[config.mk]
export PLATFORM = sky130hd
export DESIGN_NAME = seg_display_arbiter
export DESIGN_NICKNAME = d
export VERILOG_FILES = /design/src/rtl/seg_display_arbiter.sv
export SDC_FILE = /design/constraint.sdc
export NUM_CORES = 1
export LEC_CHECK = 0
export BUFFER_PORTS_ARGS = -buffer_cell sky130_fd_sc_hd__buf_2
export CAP_MARGIN = 20
export CORE_MARGIN = 4
export CORE_UTILIZATION = 61
export CTS_BUF_LIST = sky130_fd_sc_hd__clkbuf_4
export CTS_CLUSTER_SIZE = 24
export DETAILED_ROUTE_END_ITERATION = 10
export PLACE_DENSITY = 0.88
export SYNTH_ARGS = -nofsm -noshare
export SYNTH_HDL_FRONTEND = slang
export SYNTH_SLANG_ARGS = --single-unit
export TNS_END_PERCENT = 100
[constraint.sdc]
create_clock -name clk -period 4.6 [get_ports clk]
set_input_delay 0.69 -clock clk [delete_from_list [all_inputs] [get_ports clk]]
set_output_delay 0.69 -clock clk [all_outputs]
set_load 0.01 [all_outputs]
[src/rtl/seg_display_arbiter.sv]
// Round-robin time-sharing of one 7-segment display among N_SRC BCD sources,
// with a programmable dwell per grant and one blanking tick between sources.
module seg_display_arbiter #(
  parameter int N_SRC   = 4,
  parameter int DWELL_W = 8,
  parameter int IDX_W   = $clog2(N_SRC)
) (
  input  logic                 clk,
  input  logic                 rst_n,
  input  logic                 tick,
  input  logic [N_SRC-1:0]     req,
  input  logic [4*N_SRC-1:0]   digit_in,
  input  logic [DWELL_W-1:0]   dwell,
  input  logic                 lock,
  output logic [N_SRC-1:0]     grant,
  output logic [IDX_W-1:0]     src_idx,
  output logic [6:0]           seg,
  output logic                 seg_valid
);

  localparam logic [1:0] ST_IDLE  = 2'd0;
  localparam logic [1:0] ST_SHOW  = 2'd1;
  localparam logic [1:0] ST_BLANK = 2'd2;

  logic [1:0]         state;
  logic [IDX_W-1:0]   ptr;
  logic [DWELL_W-1:0] cnt;

  logic [IDX_W-1:0]   cand;
  logic [IDX_W-1:0]   pick_idx;
  logic [IDX_W-1:0]   next_ptr;
  logic [DWELL_W-1:0] dwell_load;
  logic [3:0]         cur_digit;
  logic [3:0]         pick_digit;
  logic               any_req;
  logic               cur_req;
  logic               other_req;
  logic               expire;
  logic               do_load;
  logic               leave_show;
  logic               to_idle;

  function automatic logic [6:0] decode(input logic [3:0] d);
    case (d)
      4'd0:    decode = 7'b0111111;
      4'd1:    decode = 7'b0000110;
      4'd2:    decode = 7'b1011011;
      4'd3:    decode = 7'b1001111;
      4'd4:    decode = 7'b1100110;
      4'd5:    decode = 7'b1101101;
      4'd6:    decode = 7'b1111101;
      4'd7:    decode = 7'b0000111;
      4'd8:    decode = 7'b1111111;
      4'd9:    decode = 7'b1101111;
      default: decode = 7'b1000000;
    endcase
  endfunction

  // Search downward so the last hit is the first requester at or after ptr.
  always_comb begin
    cand     = '0;
    pick_idx = '0;
    for (int k = N_SRC - 1; k >= 0; k--) begin
      cand = IDX_W'((int'(ptr) + k) % N_SRC);
      if (req[cand]) begin
        pick_idx = cand;
      end else begin
        pick_idx = pick_idx;
      end
    end
  end

  assign next_ptr   = (pick_idx == IDX_W'(N_SRC - 1)) ? '0 : pick_idx + IDX_W'(1);
  assign dwell_load = (dwell == '0) ? DWELL_W'(1) : dwell;
  assign cur_digit  = 4'(digit_in >> {src_idx, 2'b00});
  assign pick_digit = 4'(digit_in >> {pick_idx, 2'b00});
  assign any_req    = |req;
  assign cur_req    = |(req & grant);
  assign other_req  = |(req & ~grant);
  assign expire     = tick && !lock && (cnt <= DWELL_W'(1));

  // A dropped grant request wins over lock; expiry only yields to a rival.
  assign do_load    = any_req && ((state == ST_IDLE) || (state == ST_BLANK && tick));
  assign leave_show = (state == ST_SHOW) && (!cur_req || (expire && other_req));
  assign to_idle    = (state == ST_BLANK) && tick && !any_req;

  always_ff @(posedge clk) begin
    if (!rst_n) begin
      state     <= ST_IDLE;
      grant     <= '0;
      src_idx   <= '0;
      seg       <= 7'b0000000;
      seg_valid <= 1'b0;
      ptr       <= '0;
      cnt       <= '0;
    end else if (do_load) begin
      state     <= ST_SHOW;
      grant     <= N_SRC'(1) << pick_idx;
      src_idx   <= pick_idx;
      seg       <= decode(pick_digit);
      seg_valid <= 1'b1;
      ptr       <= next_ptr;
      cnt       <= dwell_load;
    end else if (leave_show) begin
      state     <= ST_BLANK;
      grant     <= '0;
      src_idx   <= '0;
      seg       <= 7'b0000000;
      seg_valid <= 1'b0;
      cnt       <= '0;
    end else if (to_idle) begin
      state <= ST_IDLE;
    end else if (state == ST_SHOW) begin
      seg <= decode(cur_digit);
      if (tick && !lock) begin
        cnt <= expire ? dwell_load : cnt - DWELL_W'(1);
      end
    end else if (state != ST_IDLE && state != ST_BLANK) begin
      state     <= ST_IDLE;
      grant     <= '0;
      src_idx   <= '0;
      seg       <= 7'b0000000;
      seg_valid <= 1'b0;
    end
  end

endmodule

==> results.md, run 1 <==
* Placer Congestion at 0.8439
* GRT Total Usage at 0.2444
* Die area at 4554 sq um
* Final hold vios at 0
* Cell area after synthesis at 2158 sq um
* Routed WL at 5178 um
* R2R Path Start: ptr[1]
* Placed cell areas at 2399 sq um
* Critical path endpoint category: register
* Worst Setup SP: req[0]
* MaxCap Viol Count at 0
* Leak Pwr at 1.088 nW
* Largest net degree at the start of global routing at 30
* Sequential-to-total area share from yosys stat at 0.2412
* Endpoints failing setup at 0
* Placed Cells at 347
* Routed Antenna Nets at 0
* Initial antenna violation count at 0
* Final Net Count at 356
* Clk root buf: clkbuf_4
* Top cell type's share of synthesized area at 0.2412
* HP Start: seg_valid
* DRC Markers at 0
* Max Freq at 368.7 MHz
* Post-synth EDFFs at 0
* DRT iter0 DRCs at 193
* Relative slew margins at 0.3058
* Clock sinks at 26
* Die Width at 67.49 um
* Hpwl dp at 3971 um
* #FFs+latches synth at 26
* Asr flop ratio synth at 0
* Synth area leaders: dfxtp_1, ha_1, o21ai_0
* Core ar. at 3390 sq um
* DR pass1 iterations at 4
* N_diodes at 0
* I/O pin total at 46
* Die Ht at 67.49 um
* Via-per-instance ratio at 6.014
* Design Area, Final at 2451 sq um
* Setup crit start kind: input port
* Worst hold slack at 0.5475 ns
* Yosys warnings at 0
* Syn_nets at 316
* WS Path Type: input port to register
* RSZ-0062 raised after global routing: no
* Clock slew at reported path FFs at 0.16 ns
* Max Root-Sink Buffers at 2
* Commonest non-fill, non-tap cells in the layout: buf_2, o21ai_0, dfxtp_1, a21oi_1, ha_1
* Critical Path Fanout Max at 8
* Non-Filler Instances at 351
* CTS tree: done
* Final setup TNS at 0 ns
* Util after Layout at 0.7231
* Final period utilization at 0.5896
* VDD IR max at 0.0002177 V
* Distinct cells, synth at 56
* P&R area growth vs syn at 13.57%
* Cells resized by post-CTS repair at 0
* Site row count at 21
* Mean Syn Cell Area at 8.114 sq um
* HP Class: register to register
* Yosys top cell by area: dfxtp_1
* Status: completed
* Post-CTS Setup Repair Bufs at 0
* Cells after Synth at 266
* H-tree Lvls at 1
* CTS Buf Count at 3
* Commonest non-fill, non-tap cell in the layout: buf_2
* GRT overflow at 0
* Global-route wire length before repair at 8652 um
* Clock Latency Late Sink at 0.34 ns
* DR WL/cell at 14.75 um
* PwrDens at 380.9 nW/um^2
* Initial Util at 0.6368
* Slew Limit Fails at 0
* Worst Clk Skew at 0.02321 ns
* Main synth FF type: dfxtp_1
* Port bufs at 45
* CTS hold repair buffers at 0
* Worst-Margin Slew at 1.037 ns
* Vias in the first global route at 1900
* Minimum clock period at 2.712 ns
* Vias after detailed routing at 2111
* Worst Path Required at 4.88 ns
* Worst path arrival time at 2.99 ns
* Share of layout cells above drive strength 1 at 0.2131
==> metal layers <==
metal | vias up | wire (um) | track usage
li1 | 1050 | - | -
met1 | 983 | 2487 | 0.3589
met2 | 70 | 2377 | 0.3718
met3 | 8 | 266 | 0.03993
met4 | 0 | 46 | 0.05570
met5 | - | 0 | 0
==> kinds of logic (layout without fill, tap and decap cells) <==
family,after synthesis,in the layout,share of synthesized area
AND/OR/NAND/NOR,83,83,0.2128
AO/OA/AOI/OAI,97,97,0.2945
flip-flops,26,26,0.2412
XOR/XNOR,4,4,0.01623
adder cells (fa/ha/maj),18,18,0.1043
buffers and inverters,25,64,0.04695
multiplexers,13,13,0.08406
==> final timing paths <==
check	to	slack, ns	cells past startpoint
worst max-delay path	seg[5]	1.89	12
worst max register to register	seg[5]	1.90	11
worst min-delay path	seg_valid	0.55	2
worst min register to register	seg_valid	0.55	2
==> Yosys cell counts (3+ instances only) <==
cell type and count:
ha_1 18, xnor2_1 3, a22oi_1 6, and2_1 4, a31oi_1 6, o21ai_0 26, mux2i_1 8, clkbuf_1 6
nand2b_1 9, a21o_1 7, nand2_1 12, o21bai_1 3, dfxtp_1 26, a21oi_1 21, nand3_1 12, nor2_1 17
inv_1 14, a2bb2oi_1 3, buf_2 3, mux4_2 4, nor2b_1 14, o2111ai_1 3, a21boi_0 3
==> critical path: stages <==
cell	delay (ns)
buf_2	0.14
nand2_1	0.08
a211oi_1	0.53
nor2_2	0.21
mux2i_1	0.19
nand2_1	0.06
and2_1	0.21
inv_1	0.14
ha_1	0.15
a21boi_0	0.26
o211ai_1	0.11
a31oi_1	0.21
==> layout make-up <==
class                   instances  area, sq um
inverters                      15        56.30
clock inverters                 1        30.03
flip-flops and latches         26        520.5
clock buffers                   3        22.52
fillers                       275        938.4
repair buffers                 45        225.2
well taps                      46        57.56
multi-input cells             215         1539
==> stage by stage <==
stage / total power, mW / worst slack (ns)
floorplan: 0.6560 / 1.985
global placement: 0.7579 / 1.594
detailed placement: 0.7678 / 1.537
CTS: 0.9313 / 1.905
global route: 1.012 / 1.592
finish: 0.9335 / 1.888
==> registers in the layout (all words and copies together), names as in the netlist <==
| name | count |
|---|---|
| seg_valid | 1 |
| cnt | 8 |
| ptr | 2 |
| seg | 7 |
| grant | 4 |
| state | 2 |
| src_idx | 2 |
==> power by group <==
part	total (mW)	switching [mW]	internal, mW
clock network	0.162	0.0734	0.0882
logic	0.462	0.266	0.196
registers	0.310	0.0432	0.267
Power figures use the tool's default switching activity.
==> inputs of run 2 (changes only) <==
--- a/config.mk
+++ b/config.mk
@@ -8,11 +8,11 @@
 export BUFFER_PORTS_ARGS = -buffer_cell sky130_fd_sc_hd__buf_2
 export CAP_MARGIN = 20
 export CORE_MARGIN = 4
-export CORE_UTILIZATION = 61
+export CORE_UTILIZATION = 57
 export CTS_BUF_LIST = sky130_fd_sc_hd__clkbuf_4
 export CTS_CLUSTER_SIZE = 24
 export DETAILED_ROUTE_END_ITERATION = 10
-export PLACE_DENSITY = 0.88
+export PLACE_DENSITY = 0.83
 export SYNTH_ARGS = -nofsm -noshare
 export SYNTH_HDL_FRONTEND = slang
 export SYNTH_SLANG_ARGS = --single-unit
==> constraint.sdc (replaced) <==
create_clock -name clk -period 2.63 [get_ports clk]
set_input_delay 0.3945 -clock clk [delete_from_list [all_inputs] [get_ports clk]]
set_output_delay 0.3945 -clock clk [all_outputs]
set_load 0.01 [all_outputs]
==> run 2 against run 1 <==
  * Routed wire length rose by 4.5%
  * Cell area rose by 2.3%
  * Combinational power rose by 86%
  * Global-route usage fell by 1.6 points
  * Sequential share of layout area fell by 0.44 points
  * Total power rose by 70%
  * Clock-buffer cell count did not move
  * Critical path depth fell by 1
  * Setup slack got worse by 1.6 ns
  * Critical path type is now register to register
==> results.md, run 2 (same netlist as run 1, synthesis figures left out) <==
* Final period utilization at 0.8847
* Critical path endpoint category: register
* Worst Clk Skew at 0.01143 ns
* Slowest Stage Delay on Critical Path at 0.40 ns
* Util after Layout at 0.6852
* Core ar. at 3661 sq um
* Initial Util at 0.5895
* Clk root buf: clkbuf_4
* Setup crit start kind: register
* DRT iter0 DRCs at 174
* RSZ-0062 raised after global routing: no
* Final hold vios at 0
* Max reg flops at 8
* Largest regs: cnt: 8 flops, seg: 7 flops, grant: 4 flops
* Setup WS pre-CTS at 0.1433 ns
* Vias in the first global route at 2014
* H-tree Lvls at 1
* Die area at 4835 sq um
* Non-Filler Instances at 362
* Commonest non-fill, non-tap cells in the layout: buf_2, o21ai_0, dfxtp_1, a21oi_1, ha_1
* Leak Pwr at 1.123 nW
* Post-CTS Setup Repair Bufs at 0
* DRC Markers at 0
* R2R Path Start: ptr[0]
* Cell depth of the worst flop-to-flop path at 11
* Worst Path Required at 2.91 ns
* Slew Limit Fails at 0
* Worst Hold Depth at 3
* I/O pin total at 46
* Filler cells at 331
* Max Freq at 429.8 MHz
* CTS tree: done
* Footprint of the multi-input gates at 1551 sq um
* Critical path's slowest cell: dfxtp_1
* Placed Cells at 358
* WS Path Type: register to register
* GRT overflow at 0
* Clock Latency Late Sink at 0.34 ns
* Final Net Count at 365
* Final WS setup at 0.3031 ns
* Minimum clock period at 2.327 ns
* Die Ht at 69.54 um
* Commonest non-fill, non-tap cell in the layout: buf_2
* N_diodes at 0
* Routed WL at 5409 um
* HP Class: input port to register
* GRT Total Usage at 0.2281
* Clock slew at reported path FFs at 0.15 ns
* Status: completed
* Global-route wire length before repair at 9183 um
* Worst Setup SP: ptr[0]
* VDD IR max at 0.0003440 V
* MaxCap Viol Count at 0
* Max Root-Sink Buffers at 2
* Hpwl dp at 4254 um
* Clock sinks at 26
* Endpoints failing setup at 0
* Final setup TNS at 0 ns
* DR WL/cell at 14.94 um
* Register Area at 521.8 sq um
* Share of layout cells above drive strength 1 at 0.2389
* Relative slew margins at 0.6749
* Routed Antenna Nets at 0
* Critical Path Fanout Max at 5
* Placer Congestion at 0.9092
* P&R area growth vs syn at 16.23%
* Die Width at 69.54 um
* Most flops, register: cnt
* HP Start: dwell[1]
* Site row count at 22
* Vias after detailed routing at 2123
* Initial antenna violation count at 0
* DR pass1 iterations at 4
* PwrDens at 631.9 nW/um^2
* Crit path cell chain: nand2b_1, a21oi_1, nor2_2, mux2i_1, nand2_1, and2_1, inv_1, ha_1, a21boi_0, o211ai_1, a31oi_1
* Via-per-instance ratio at 5.865
* Worst path arrival time at 2.61 ns
* CTS Buf Count at 3
* Worst-Margin Slew at 0.4876 ns
* CTS hold repair buffers at 0
* Port bufs at 45
* Largest net degree at the start of global routing at 28
## run 2: changes by cell type in the layout (fill, tap and decap cells not counted)
cell / before / now
buf_4: 0 / 9
a211oi_1: 1 / 0
a211oi_2: 0 / 1
a21oi_2: 1 / 0
a21oi_4: 0 / 1
bufinv_16: 1 / 0
clkinv_1: 0 / 1
dfxtp_1: 26 / 25
dfxtp_2: 0 / 1
## run 2: through the flow
stage | cell area [sq um] | hold WS, ns | power (mW)
floorplan | 2158 | 0.5187 | 1.147
global placement | 2469 | 0.5011 | 1.366
detailed placement | 2469 | 0.5129 | 1.393
CTS | 2495 | 0.3126 | 1.572
global route | 2509 | 0.3067 | 1.715
finish | 2509 | 0.3124 | 1.585
## run 2: final timing paths
kind / end / slack (ns)
setup / recovery: seg[5] / 0.30
hold / removal: cnt[1] / 0.31
setup reg to reg: seg[5] / 0.30
hold reg to reg: seg_valid / 0.53
## run 2: routing by layer
layer,global-route usage,part of all wire
met2,0.3708,0.47
met1,0.3104,0.46
met4,0.07592,0.021
met5,0,0
met3,0.03043,0.048
## run 2: what timing repair did
action	CTS	global route
hold endpoints to repair	0	0
endpoints found under the setup margin	0	5
resized for setup	0	3
## run 2: critical path, delay by kind of cell, from the launching register on
family                   cells  cell delay (ns)
AND/OR/NAND/NOR              4             0.69
flip-flops                   1             0.40
multiplexers                 1             0.25
AO/OA/AOI/OAI                4             0.65
buffers and inverters        1             0.13
adder cells (fa/ha/maj)      1             0.16
## run 2: cell type report
type / instances / share of cell area
clock buffer: 3 / 0.008978
clock inverter: 1 / 0.001496
tap: 48 / 0.02394
timing repair buffer: 54 / 0.1167
sequential: 26 / 0.2080
inverter: 15 / 0.02244
multi-input combinational: 215 / 0.6185
## run 2: where the power goes
group	switching, mW	internal [mW]	total (mW)
combinational	0.484	0.377	0.861
clock	0.129	0.0560	0.185
sequential	0.0709	0.468	0.539
total	0.684	0.901	1.59
